<file path="src/rtl/gat_row_base_addr_gen.sv">
// Row-base address generator: issues n*feat_dim requests to an external pipelined
// multiplier and streams the products, tagged with node index and last flag, through an output FIFO.
module gat_row_base_addr_gen #(
    parameter int unsigned NODE_W  = 12,
    parameter int unsigned DIM_W   = 8,
    parameter int unsigned ADDR_W  = 18,
    parameter int unsigned MUL_LAT = 3,
    parameter int unsigned DEPTH   = 8
) (
    input  logic              clk,
    input  logic              reset,
    input  logic              start,
    input  logic [NODE_W-1:0] num_nodes,
    input  logic [DIM_W-1:0]  feat_dim,
    output logic              busy,
    output logic              done,
    output logic              mul_ce,
    output logic [NODE_W-1:0] mul_a,
    output logic [DIM_W-1:0]  mul_b,
    input  logic [ADDR_W-1:0] mul_p,
    output logic              addr_valid,
    input  logic              addr_ready,
    output logic [ADDR_W-1:0] addr,
    output logic [NODE_W-1:0] addr_node,
    output logic              addr_last
);
    localparam int unsigned PW = (DEPTH > 1) ? $clog2(DEPTH) : 1;
    localparam int unsigned CW = $clog2(DEPTH + 1);
    localparam int unsigned SW = $clog2(DEPTH + MUL_LAT + 1);

    typedef enum logic [1:0] {S_IDLE, S_ISSUE, S_DRAIN, S_DONE} state_t;

    state_t              state_q;
    logic [NODE_W-1:0]   n_q, num_q, mula_q;
    logic [DIM_W-1:0]    feat_q;
    logic                busy_q, done_q;
    logic [MUL_LAT-1:0]  vld_q;
    logic [NODE_W-1:0]   tag_node_q [MUL_LAT];
    logic                tag_last_q [MUL_LAT];
    logic [ADDR_W-1:0]   mem_addr [DEPTH];
    logic [NODE_W-1:0]   mem_node [DEPTH];
    logic                mem_last [DEPTH];
    logic [PW-1:0]       wr_q, rd_q;
    logic [CW-1:0]       cnt_q;

    logic [SW-1:0]       inflight, used;
    logic                issue, is_last, push, pop, drained;

    function automatic logic [PW-1:0] ptr_inc(input logic [PW-1:0] p);
        return (p == PW'(DEPTH - 1)) ? '0 : p + PW'(1);
    endfunction

    always_comb begin
        inflight = '0;
        for (int unsigned i = 0; i < MUL_LAT; i++) begin
            inflight = inflight + SW'(vld_q[i]);
        end
        used    = SW'(cnt_q) + inflight;
        // Credit counts both queued and in-flight products; a same-cycle pop earns nothing.
        issue   = (state_q == S_ISSUE) && (used < SW'(DEPTH));
        is_last = (n_q == (num_q - NODE_W'(1)));
        mul_a   = issue ? n_q : mula_q;
        push    = vld_q[MUL_LAT-1];
        pop     = (cnt_q != '0) && addr_ready;
        // Finish in the cycle the final entry is handed off so done follows immediately.
        drained = (vld_q == '0) && ((cnt_q == '0) || ((cnt_q == CW'(1)) && pop));
    end

    assign mul_ce     = 1'b1;
    assign mul_b      = feat_q;
    assign busy       = busy_q;
    assign done       = done_q;
    assign addr_valid = (cnt_q != '0);
    assign addr       = addr_valid ? mem_addr[rd_q] : '0;
    assign addr_node  = addr_valid ? mem_node[rd_q] : '0;
    assign addr_last  = addr_valid & mem_last[rd_q];

    always_ff @(posedge clk) begin
        if (push) begin
            mem_addr[wr_q] <= mul_p;
            mem_node[wr_q] <= tag_node_q[MUL_LAT-1];
            mem_last[wr_q] <= tag_last_q[MUL_LAT-1];
        end
    end

    always_ff @(posedge clk) begin
        if (reset) begin
            state_q <= S_IDLE;
            n_q     <= '0;
            num_q   <= '0;
            mula_q  <= '0;
            feat_q  <= '0;
            busy_q  <= 1'b0;
            done_q  <= 1'b0;
            vld_q   <= '0;
            wr_q    <= '0;
            rd_q    <= '0;
            cnt_q   <= '0;
            for (int unsigned i = 0; i < MUL_LAT; i++) begin
                tag_node_q[i] <= '0;
                tag_last_q[i] <= 1'b0;
            end
        end else begin
            mula_q        <= mul_a;
            vld_q[0]      <= issue;
            tag_node_q[0] <= n_q;
            tag_last_q[0] <= is_last;
            for (int unsigned i = 1; i < MUL_LAT; i++) begin
                vld_q[i]      <= vld_q[i-1];
                tag_node_q[i] <= tag_node_q[i-1];
                tag_last_q[i] <= tag_last_q[i-1];
            end

            if (push) wr_q <= ptr_inc(wr_q);
            if (pop)  rd_q <= ptr_inc(rd_q);
            case ({push, pop})
                2'b10:   cnt_q <= cnt_q + CW'(1);
                2'b01:   cnt_q <= cnt_q - CW'(1);
                default: cnt_q <= cnt_q;
            endcase

            case (state_q)
                S_IDLE: begin
                    if (start) begin
                        num_q  <= num_nodes;
                        feat_q <= feat_dim;
                        n_q    <= '0;
                        busy_q <= 1'b1;
                        if (num_nodes != '0) begin
                            state_q <= S_ISSUE;
                        end else begin
                            state_q <= S_DONE;
                            done_q  <= 1'b1;
                        end
                    end
                end
                S_ISSUE: begin
                    if (issue) begin
                        n_q <= n_q + NODE_W'(1);
                        if (is_last) state_q <= S_DRAIN;
                    end
                end
                S_DRAIN: begin
                    if (drained) begin
                        state_q <= S_DONE;
                        done_q  <= 1'b1;
                    end
                end
                default: begin
                    state_q <= S_IDLE;
                    done_q  <= 1'b0;
                    busy_q  <= 1'b0;
                end
            endcase
        end
    end
endmodule

</file>
<file path="config.mk">
export PLATFORM = sky130hd
export DESIGN_NAME = gat_row_base_addr_gen
export DESIGN_NICKNAME = d
export VERILOG_FILES = /design/src/rtl/gat_row_base_addr_gen.sv
export SDC_FILE = /design/constraint.sdc
export NUM_CORES = 1
export LEC_CHECK = 0
export ABC_AREA = 1
export BUFFER_PORTS_ARGS = -buffer_cell sky130_fd_sc_hd__buf_2
export CAP_MARGIN = 10
export CORE_MARGIN = 4
export CORE_UTILIZATION = 30
export CTS_CLUSTER_SIZE = 28
export DETAILED_ROUTE_END_ITERATION = 16
export GPL_TIMING_DRIVEN = 0
export SETUP_SLACK_MARGIN = 0.02
export SKIP_CTS_REPAIR_TIMING = 1
export SLEW_MARGIN = 20
export SYNTH_ARGS = -nofsm -noshare
export SYNTH_HDL_FRONTEND = slang
export SYNTH_SLANG_ARGS = --single-unit
</file>
<file path="constraint.sdc">
create_clock -name clk -period 6.02 [get_ports clk]
set_clock_uncertainty 0.05 [all_clocks]
set_input_delay 1.505 -clock clk [delete_from_list [all_inputs] [get_ports clk]]
set_output_delay 1.505 -clock clk [all_outputs]
set_load 0.005 [all_outputs]
</file>
==> impl_metrics.yaml, run 1 <==
outcome:
  status: "finished, final reports clean"
grt:
  track_usage_pct: 13.8
  grt_pass1_wl_um: 55000
  grt_max_degree: 21
  grt.overflow.total: 0
  antenna_found_initial: 0
  grt_pass1_vias: 9573
setup_path:
  start_kind: "flop"
  required_ns: 4.47
  rr_startpoint: "cnt_q[0]"
  crit_type: "flop to output pin"
  reg2reg_depth: 10
  r2r-end: "cnt_q[3]"
  crit_fanout: 10
  arrival_ns: 2.97
  cp-end-kind: "output pin"
  ff2ff_setup_slack_ns: 3.44
logic_synthesis:
  syn_nets: 1373
  synth_ff_type: "edfxtp_1"
  seq_area_frac_synth_pct: 67.6
  yosysTopAreaCell: "edfxtp_1"
  yosys-top-cells-count: "nor2_1, edfxtp_1, o21ai_0"
  synth_warnings: 0
  synth_area_um2: 14100
  async_reset_ff_share_pct: 0
  synth_edf_count: 248
  syn_avg_cell_area_um2: 10.7
  yosys_register_bits: 351
  synth_cells: 1314
  synth_top_area_share_pct: 52.9
  ys_types: 40
  yosysMostFrequentCell: "nor2_1"
  synth_area_leaders: "edfxtp_1, dfxtp_1, nor2_1"
clock_tree:
  clock_sinks: 351
  cts.reportedPaths.clkPinSlew_ns: 0.06
  cts_max_path_buffers: 3
  htree_levels: 2
  cts_tree: "built"
  root_buffer: "clkbuf_16"
  worstSkewPairLatency_ns: 0.52
  cts_buffers: 36
placement:
  post-dp-hpwl_um: 23300
  placed_area_um2: 15600
  gp_congestion: 0.822
  place_ws_ns: 2.07
  dpl.cell_count: 2023
  io_buffers: 94
finish:
  fillers: 4591
  regArea_um2: 9510
  final_layout_size_suffix_gt1_share_pct: 14.1
  area_growth_pct: 18.3
  nets: 1513
  multiInputGateArea_um2: 3960
  stdcell_area_um2: 16600
  n_antenna_cell: 0
  final_util_pct: 35.8
  stdcell_count: 2086
floorplan:
  core_um2: 46500
  die_w_um: 225
  die_h_um: 225
  pin_count: 97
  initial_core_util_pct: 30.3
  die_area_um2: 50400
  rows: 79
timing:
  fin_ws_ns: 1.49
  whs_ns: 0.349
  max_freq_mhz: 221
  hold_violations: 0
  maxSlewViolCount: 0
  setup_tns_ns: 0
  grt_setup_unrepaired: "no"
  period_needed_ns: 4.53
  relSlewSlack_pct: 49.2
  setup_violations: 0
  fin_crit_sh_pct: 75.2
  tightest_slew_ns: 0.761
pwr:
  fin_total_pwr_mw: 7.04
  leakagePower_nw: 5.99
  p_per_area_nw_per_um2: 423
  vdd_drop_max_uv: 227
routing:
  detail-route-antenna-nets: 0
  viasPerCell: 4.72
  drt_wl_total_um: 35200
  vias: 9854
  wire_per_inst_um: 16.9
  drcViolationCount: 0
  drt_pass1_iterations: 5
  drt_iter0_markers: 722
hold_path:
  worstHoldEndpoint: "tag_last_q[0][2]"
  hold_path_depth: 2
  min_from: "tag_last_q[0][1]"
  worstHoldPathType: "flop to flop"
job:
  maxCapViolations: 0
## placed cells by master (no fill, tap or decap), types with 3 or more instances in the layout
cell type / instances
a211oi_1: 13
a21oi_1: 44
a31oi_1: 31
buf_1: 3
buf_12: 3
buf_16: 5
buf_2: 111
clkbuf_1: 53
clkbuf_16: 36
clkinv_1: 12
clkinv_2: 5
dfxtp_1: 103
edfxtp_1: 248
ha_1: 16
inv_1: 81
inv_2: 7
nand2_1: 94
nand3_1: 28
nor2_1: 282
nor2_4: 9
nor3_1: 9
nor4_1: 5
o21ai_0: 179
o21ai_1: 11
o22ai_1: 32
or2_2: 13
xnor2_1: 6
xor2_1: 11
## metal layers
metal / track usage, % / wire [um]
met1: 18.8 / 15500
met2: 23.1 / 16800
met3: 2.70 / 2290
met4: 2.91 / 582
met5: 0 / 0
## area by class of cell
type / instances / share of cell area, %
buffer: 70 / 1.85
inverter: 93 / 2.10
multi-input combinational: 800 / 23.8
clock buffer: 45 / 5.68
clock inverter: 18 / 0.872
timing repair buffer: 102 / 4.01
sequential: 351 / 57.1
tap: 607 / 4.56
## cell families after synthesis
logic type	Yosys count	synth area share, %
simple gates	451	13.0
flops	351	67.6
compound gates	314	12.1
buf+inv	163	4.67
xor+xnor	17	1.06
fa+ha+maj	17	1.57
other cells	1	0.0267
## state kept, by name, indices dropped and copies added (netlist names), 8 cells and up, named ones only
register / cells
num_q: 12
mem_last: 8
mem_node: 96
mem_addr: 144
mul_b: 8
mula_q: 12
n_q: 12
tag_node_q: 36
## how the worst max path moves through the flow
stage / startpoint / to / slack [ns] / depth (start not counted)
3_3_place_gp: vld_q[2] / mem_addr[0][15] / 1.93 / 3
3_5_place_dp: cnt_q[0] / mul_a[9] / 2.07 / 12
4_1_cts: cnt_q[0] / mul_a[9] / 1.49 / 12
5_1_grt: vld_q[0] / mul_a[9] / 1.28 / 13
6_report: cnt_q[0] / mul_a[9] / 1.49 / 11
2_1_floorplan: vld_q[0] / mul_a[7] / 2.48 / 11
## power by group
group          total [mW]  switching (mW)  internal [mW]
Clock                2.09           0.922           1.17
Sequential           2.77          0.0732           2.70
Combinational        2.18            1.46          0.719
Total                7.04            2.45           4.59
## worst max-delay path, stage by stage, from the launching register on
cell	delay, ns
dfxtp_1	0.36
fa_1	0.39
ha_1	0.28
a31o_2	0.24
nand3_1	0.07
nand2_1	0.07
nand2_1	0.15
inv_2	0.11
buf_6	0.16
buf_2	0.18
a21oi_1	0.26
buf_2	0.16
Power figures use the tool's default switching activity.
==> inputs of run 2 (changes only) <==
--- a/config.mk
+++ b/config.mk
@@ -5,7 +5,7 @@
 export SDC_FILE = /design/constraint.sdc
 export NUM_CORES = 1
 export LEC_CHECK = 0
-export ABC_AREA = 1
+export ABC_AREA = 0
 export BUFFER_PORTS_ARGS = -buffer_cell sky130_fd_sc_hd__buf_2
 export CAP_MARGIN = 10
 export CORE_MARGIN = 4
==> constraint.sdc (replaced) <==
create_clock -name clk -period 3.7 [get_ports clk]
set_clock_uncertainty 0.05 [all_clocks]
set_input_delay 0.925 -clock clk [delete_from_list [all_inputs] [get_ports clk]]
set_output_delay 0.925 -clock clk [all_outputs]
set_load 0.005 [all_outputs]
==> run 2 against run 1 <==
  * The flow now finishes with violations (negative setup slack)
  * First-iteration DRC count is 14% lower
  * Count of clock-buffer cells in the layout is 1 lower
  * Area after synthesis is 1.7% lower
  * Clock power is 74% higher
  * Non-clock buffer count is 14 lower
  * Sequential cell count stayed put
  * Synthesized cell count is 32% lower
  * Wire length is 15% lower
  * Register-to-register slack worse by 2.6 ns
  * Power is 46% higher
  * Critical path depth is 3 lower
  * Critical path type unchanged
  * Largest cell class unchanged
  * Largest power group unchanged
  * Highest routed layer is now met5
==> impl_metrics.yaml, run 2 <==
setup_path:
  crit_chain: "fa_2 > ha_4 > a31oi_4 > or3_4 > nand3_4 > buf_8 > mux2_4 > buf_6"
  cp-end-kind: "output pin"
  start_kind: "flop"
  cp_slowest_cell: "or3_4"
  ff2ff_setup_slack_ns: 0.81
  arrival_ns: 2.74
  crit_type: "flop to output pin"
  required_ns: 2.72
  crit_fanout: 5
  cp_slowest_stage_delay_ns: 0.42
pwr:
  vdd_drop_max_uv: 299
  power_frac_seq_pct: 42.9
  internal_power_mw: 7.41
  leakagePower_nw: 5.60
  pwr-share-clk_pct: 35.4
  comb_power_share_pct: 21.8
  fin_total_pwr_mw: 10.3
  swShare_pct: 28.0
  p_sw_mw: 2.88
  p_per_area_nw_per_um2: 616
timing:
  relSlewSlack_pct: 31.3
  setup_violations: 5
  fin_ws_ns: -0.0191
  maxSlewViolCount: 0
  tightest_slew_ns: 1.03
  whs_ns: 0.385
  fin_crit_sh_pct: 101
  max_freq_mhz: 269
  grt_setup_unrepaired: "yes"
  hold_violations: 0
  period_needed_ns: 3.72
logic_synthesis:
  synth_warnings: 0
  syn_avg_cell_area_um2: 15.5
  synth_ff_type: "edfxtp_1"
  synth_compound_area_share_pct: 4.16
  yosys_register_bits: 351
  synth_fa_ha_area_share_pct: 1.59
  yosysMostFrequentCell: "edfxtp_1"
  ys_types: 67
  yosysTopAreaCell: "edfxtp_1"
  synth_area_leaders: "edfxtp_1, dfxtp_1, mux4_2"
  synthMuxAreaShare_pct: 13.4
  synth-simple-area-share_pct: 9.01
  synth_top_family_by_area: "multiplexers"
  async_reset_ff_share_pct: 0
  synth_top_area_share_pct: 53.8
  synth_edf_count: 248
  synth_cells: 892
  synth_area_um2: 13800
  yosys-top-cells-count: "edfxtp_1, dfxtp_1, nor2_1"
  seq_area_frac_synth_pct: 68.7
  syn_nets: 951
  synth_xor_area_share_pct: 1.01
outcome:
  violations: "negative setup slack"
  status: "finished with violations"
finish:
  layout_commonest_cell: "edfxtp_1"
  n_antenna_cell: 0
  fillers: 4385
  area_growth_pct: 20.7
  largest_reg_flops: 144
  reg_top3: "mem_addr (144), mem_node (96), tag_node_q (36)"
  multiInputGateArea_um2: 4170
  final_cell_mix: "edfxtp_1, dfxtp_1, buf_2"
  regArea_um2: 9510
  final_layout_size_suffix_gt1_share_pct: 26.7
  regMostFlops: "mem_addr"
  nets: 1099
routing:
  drcViolationCount: 0
  detail-route-antenna-nets: 0
  drt_pass1_iterations: 7
  vias: 7878
  drt_wl_total_um: 30100
  viasPerCell: 4.73
  drt_iter0_markers: 619
  wire_per_inst_um: 18.1
placement:
  gp_congestion: 0.816
  post-dp-hpwl_um: 20100
  io_buffers: 95
floorplan:
  rows: 78
  die_area_um2: 49600
  initial_core_util_pct: 30.4
  die_w_um: 223
  pin_count: 97
  core_um2: 45500
  die_h_um: 223
clock_tree:
  root_buffer: "clkbuf_16"
  cts.reportedPaths.clkPinSlew_ns: 0.06
  cts_buffers: 36
  cts_max_path_buffers: 3
  htree_levels: 2
  cts_tree: "built"
  clock_sinks: 351
  worstSkewPairLatency_ns: 0.52
grt:
  grt_pass1_wl_um: 46800
  grt_pass1_vias: 8110
  track_usage_pct: 11.9
  grt.overflow.total: 0
  antenna_found_initial: 1
  grt_max_degree: 20
job:
  maxCapViolations: 0
hold_path:
  worstHoldPathType: "flop to flop"
run 2: changes by cell type in the layout (fill, tap and decap cells not counted), moves of 24 or more:
| cell | delta |
|---|---|
| nor2_1 | -216 |
| clkbuf_1 | -24 |
| nor2b_1 | +46 |
| nand2_1 | -33 |
| a31oi_1 | -31 |
| mux2i_1 | +35 |
| inv_1 | -60 |
| o22ai_1 | -31 |
| mux4_2 | +62 |
| o21ai_0 | -170 |
run 2: stage by stage:
stage / instances / setup WS, ns / instance area [um^2] / util, % / setup TNS (ns)
finish: 1667 / -0.0191 / 16700 / 36.7 / -0.0783
global route: 1667 / -0.119 / 16700 / 36.7 / -1.26
CTS: 1666 / -0.513 / 16500 / 36.3 / -17.69
detailed placement: 1601 / 0.0675 / 15300 / 33.7 / 0
global placement: 1587 / -1.70 / 15100 / 33.1 / -106.99
floorplan: 892 / 0.495 / 13800 / - / 0
run 2: layer usage:
layer	wire, um	vias to the layer above	track usage, %	part of all wire [%]
li1	-	3677	-	-
met1	13100	3934	15.9	44
met2	14700	225	20.2	49
met3	1770	40	2.54	5.9
met4	504	2	2.78	1.7
met5	7	-	0	0.023
run 2: final cells by class:
type	instances	share of cell area [%]
clock inverter	21	1.45
timing repair buffer	111	4.52
clock buffer	44	5.63
buffer	47	1.49
tap	600	4.50
sequential	351	57.0
multi-input combinational	472	25.0
inverter	21	0.472
run 2: power by group through the flow:
stage               logic [mW]  registers [mW]  clock network, mW
finish                    2.24            4.41               3.64
global route              2.49            4.43               3.87
CTS                       2.21            4.39               3.73
detailed placement        2.21            4.48                  0
global placement          2.16            4.47                  0
floorplan                 1.44            4.46                  0
run 2: final timing paths:
path,cells after the start,endpoint,startpoint
setup / recovery,8,mul_a[6],vld_q[1]
hold / removal,1,tag_node_q[0][16],tag_node_q[0][4]
setup reg to reg,9,state_q[0],num_q[0]
hold reg to reg,1,tag_node_q[0][16],tag_node_q[0][4]
run 2: critical path: cells and delay by family, from the launching register on:
family / cells / cell delay (ns)
adders and majority gates: 2 / 0.68
and+or+nand+nor: 2 / 0.53
DFF: 1 / 0.33
muxes: 1 / 0.32
buffers and inverters: 2 / 0.27
AOI/OAI and AO/OA: 1 / 0.09
run 2: logic make-up (layout without fill, tap and decap cells):
family,count (synthesis),after routing
flip-flops,351,351
multiplexers,106,106
AND/OR/NAND/NOR,246,246
other,1,1
adder cells (fa/ha/maj),17,17
AO/OA/AOI/OAI,86,86
buffers and inverters,69,244
XOR/XNOR,16,16
==> inputs of run 3 (changes only) <==
--- a/config.mk
+++ b/config.mk
@@ -15,7 +15,6 @@
 export GPL_TIMING_DRIVEN = 0
 export SETUP_SLACK_MARGIN = 0.02
 export SKIP_CTS_REPAIR_TIMING = 1
-export SLEW_MARGIN = 20
 export SYNTH_ARGS = -nofsm -noshare
 export SYNTH_HDL_FRONTEND = slang
 export SYNTH_SLANG_ARGS = --single-unit
==> constraint.sdc (replaced) <==
create_clock -name clk -period 3.2 [get_ports clk]
set_clock_uncertainty 0.05 [all_clocks]
set_input_delay 0.8 -clock clk [delete_from_list [all_inputs] [get_ports clk]]
set_output_delay 0.8 -clock clk [all_outputs]
set_load 0.005 [all_outputs]
==> run 3 against run 2 <==
  * The run still ends with negative setup slack left
  * Global-route usage is 0.15 points lower
  * Final area is 0.58% higher
  * Sequential power is 16% higher
  * Critical path depth stayed put
  * Sequential cell count stayed put
  * Non-clock buffer count is 5 lower
  * Power is 17% higher
  * First-iteration DRC count is 11% higher
  * Hold slack worse by 0.0052 ns
  * Core utilization is 0.21 points higher
  * Die area stayed put
  * Clock power is 18% higher
==> impl_metrics.yaml, run 3 (synthesized netlist as in run 2, its figures left out) <==
routing:
  drcViolationCount: 0
  drt_wl_total_um: 29900
  wire_per_inst_um: 18.0
  detail-route-antenna-nets: 0
  viasPerCell: 4.72
  drt_iter0_markers: 687
  vias: 7827
  drt_pass1_iterations: 5
clock_tree:
  cts_max_path_buffers: 3
  worstSkewPairLatency_ns: 0.52
  cts.reportedPaths.clkPinSlew_ns: 0.06
  root_buffer: "clkbuf_16"
  cts_tree: "built"
  cts_buffers: 36
  clock_sinks: 351
  htree_levels: 2
finish:
  largest_reg_flops: 144
  n_antenna_cell: 0
  reg_top3: "mem_addr (144), mem_node (96), tag_node_q (36)"
  regArea_um2: 9520
  final_cell_mix: "edfxtp_1, dfxtp_1, buf_2"
  regMostFlops: "mem_addr"
  fillers: 4353
  nets: 1094
  final_layout_size_suffix_gt1_share_pct: 26.8
  final_util_pct: 36.9
  area_growth_pct: 21.4
  layout_commonest_cell: "edfxtp_1"
  multiInputGateArea_um2: 4190
  stdcell_count: 1659
  stdcell_area_um2: 16800
placement:
  place_ws_ns: -0.341
  io_buffers: 95
  dpl.cell_count: 1597
  placed_area_um2: 15400
  gp_congestion: 0.832
  post-dp-hpwl_um: 19300
grt:
  grt_max_degree: 26
  grt_pass1_wl_um: 46600
  grt_pass1_vias: 7961
  track_usage_pct: 11.8
  antenna_found_initial: 0
  grt.overflow.total: 0
setup_path:
  critPathBufInv: 2
  critPathTopFamily: "adder cells"
  required_ns: 2.35
  start_kind: "flop"
  cp_slowest_cell: "or3_4"
  cp_slowest_stage_delay_ns: 0.42
  crit_type: "flop to output pin"
  arrival_ns: 2.75
  cp-end-kind: "output pin"
  crit_chain: "fa_2 > ha_4 > a31oi_4 > or3_4 > nand3_4 > buf_8 > mux2_4 > buf_6"
  crit_fanout: 5
timing:
  tightest_slew_ns: 0.743
  whs_ns: 0.380
  max_freq_mhz: 278
  relSlewSlack_pct: 50.4
  period_needed_ns: 3.60
  setup_tns_ns: -4.36
  grt_setup_unrepaired: "yes"
  setup_violations: 12
  fin_crit_sh_pct: 113
  maxSlewViolCount: 0
  hold_violations: 0
  fin_ws_ns: -0.402
pwr:
  vdd_drop_max_uv: 374
  leakagePower_nw: 5.61
  fin_total_pwr_mw: 12.0
  p_per_area_nw_per_um2: 715
job:
  maxCapViolations: 0
hold_path:
  worstHoldPathType: "flop to flop"
floorplan:
  die_w_um: 223
  die_h_um: 223
  initial_core_util_pct: 30.4
  core_um2: 45500
  die_area_um2: 49600
  rows: 78
  pin_count: 97
outcome:
  violations: "negative setup slack"
  status: "finished with violations"
-- run 3: worst paths after layout --
check	startpoint	to	slack, ns	cells after the start
hold reg to reg	tag_node_q[0][22]	tag_node_q[0][34]	0.38	1
hold / removal	tag_node_q[0][22]	tag_node_q[0][34]	0.38	1
setup reg to reg	num_q[0]	state_q[0]	0.29	9
setup / recovery	cnt_q[0]	mul_a[9]	-0.40	8
-- run 3: where the power goes --
| part | total, mW | internal [mW] | switching [mW] |
|---|---|---|---|
| clock | 4.28 | 2.60 | 1.68 |
| combinational | 2.63 | 1.17 | 1.45 |
| sequential | 5.11 | 4.98 | 0.130 |
| total | 12.0 | 8.75 | 3.26 |
-- run 3: area by class of cell --
| class | count | area share, % |
|---|---|---|
| plain buffers | 45 | 1.62 |
| clock buffers | 45 | 5.68 |
| clock inverters | 17 | 1.48 |
| inverters | 21 | 0.469 |
| multi-input cells | 472 | 24.9 |
| flip-flops and latches | 351 | 56.7 |
| well taps | 600 | 4.47 |
| repair buffers | 108 | 4.70 |
-- run 3: layer usage --
layer  track usage, %  routed length [um]  up-vias
met3             2.60                1930       45
met5                0                   0        -
li1                 -                   -     3666
met4             2.94                 498        0
met1             16.4               13500     3893
met2             18.9               14000      223
-- run 3: worst reg2reg max path, stage by stage, from the launching register on --
cell and delay (ns):
dfxtp_1 0.30, buf_2 0.18, inv_1 0.06, ha_1 0.29, nor4b_1 0.18, and4bb_1 0.21
a2111oi_0 0.56, nand4_2 0.23, o41a_1 0.47, o311ai_1 0.28
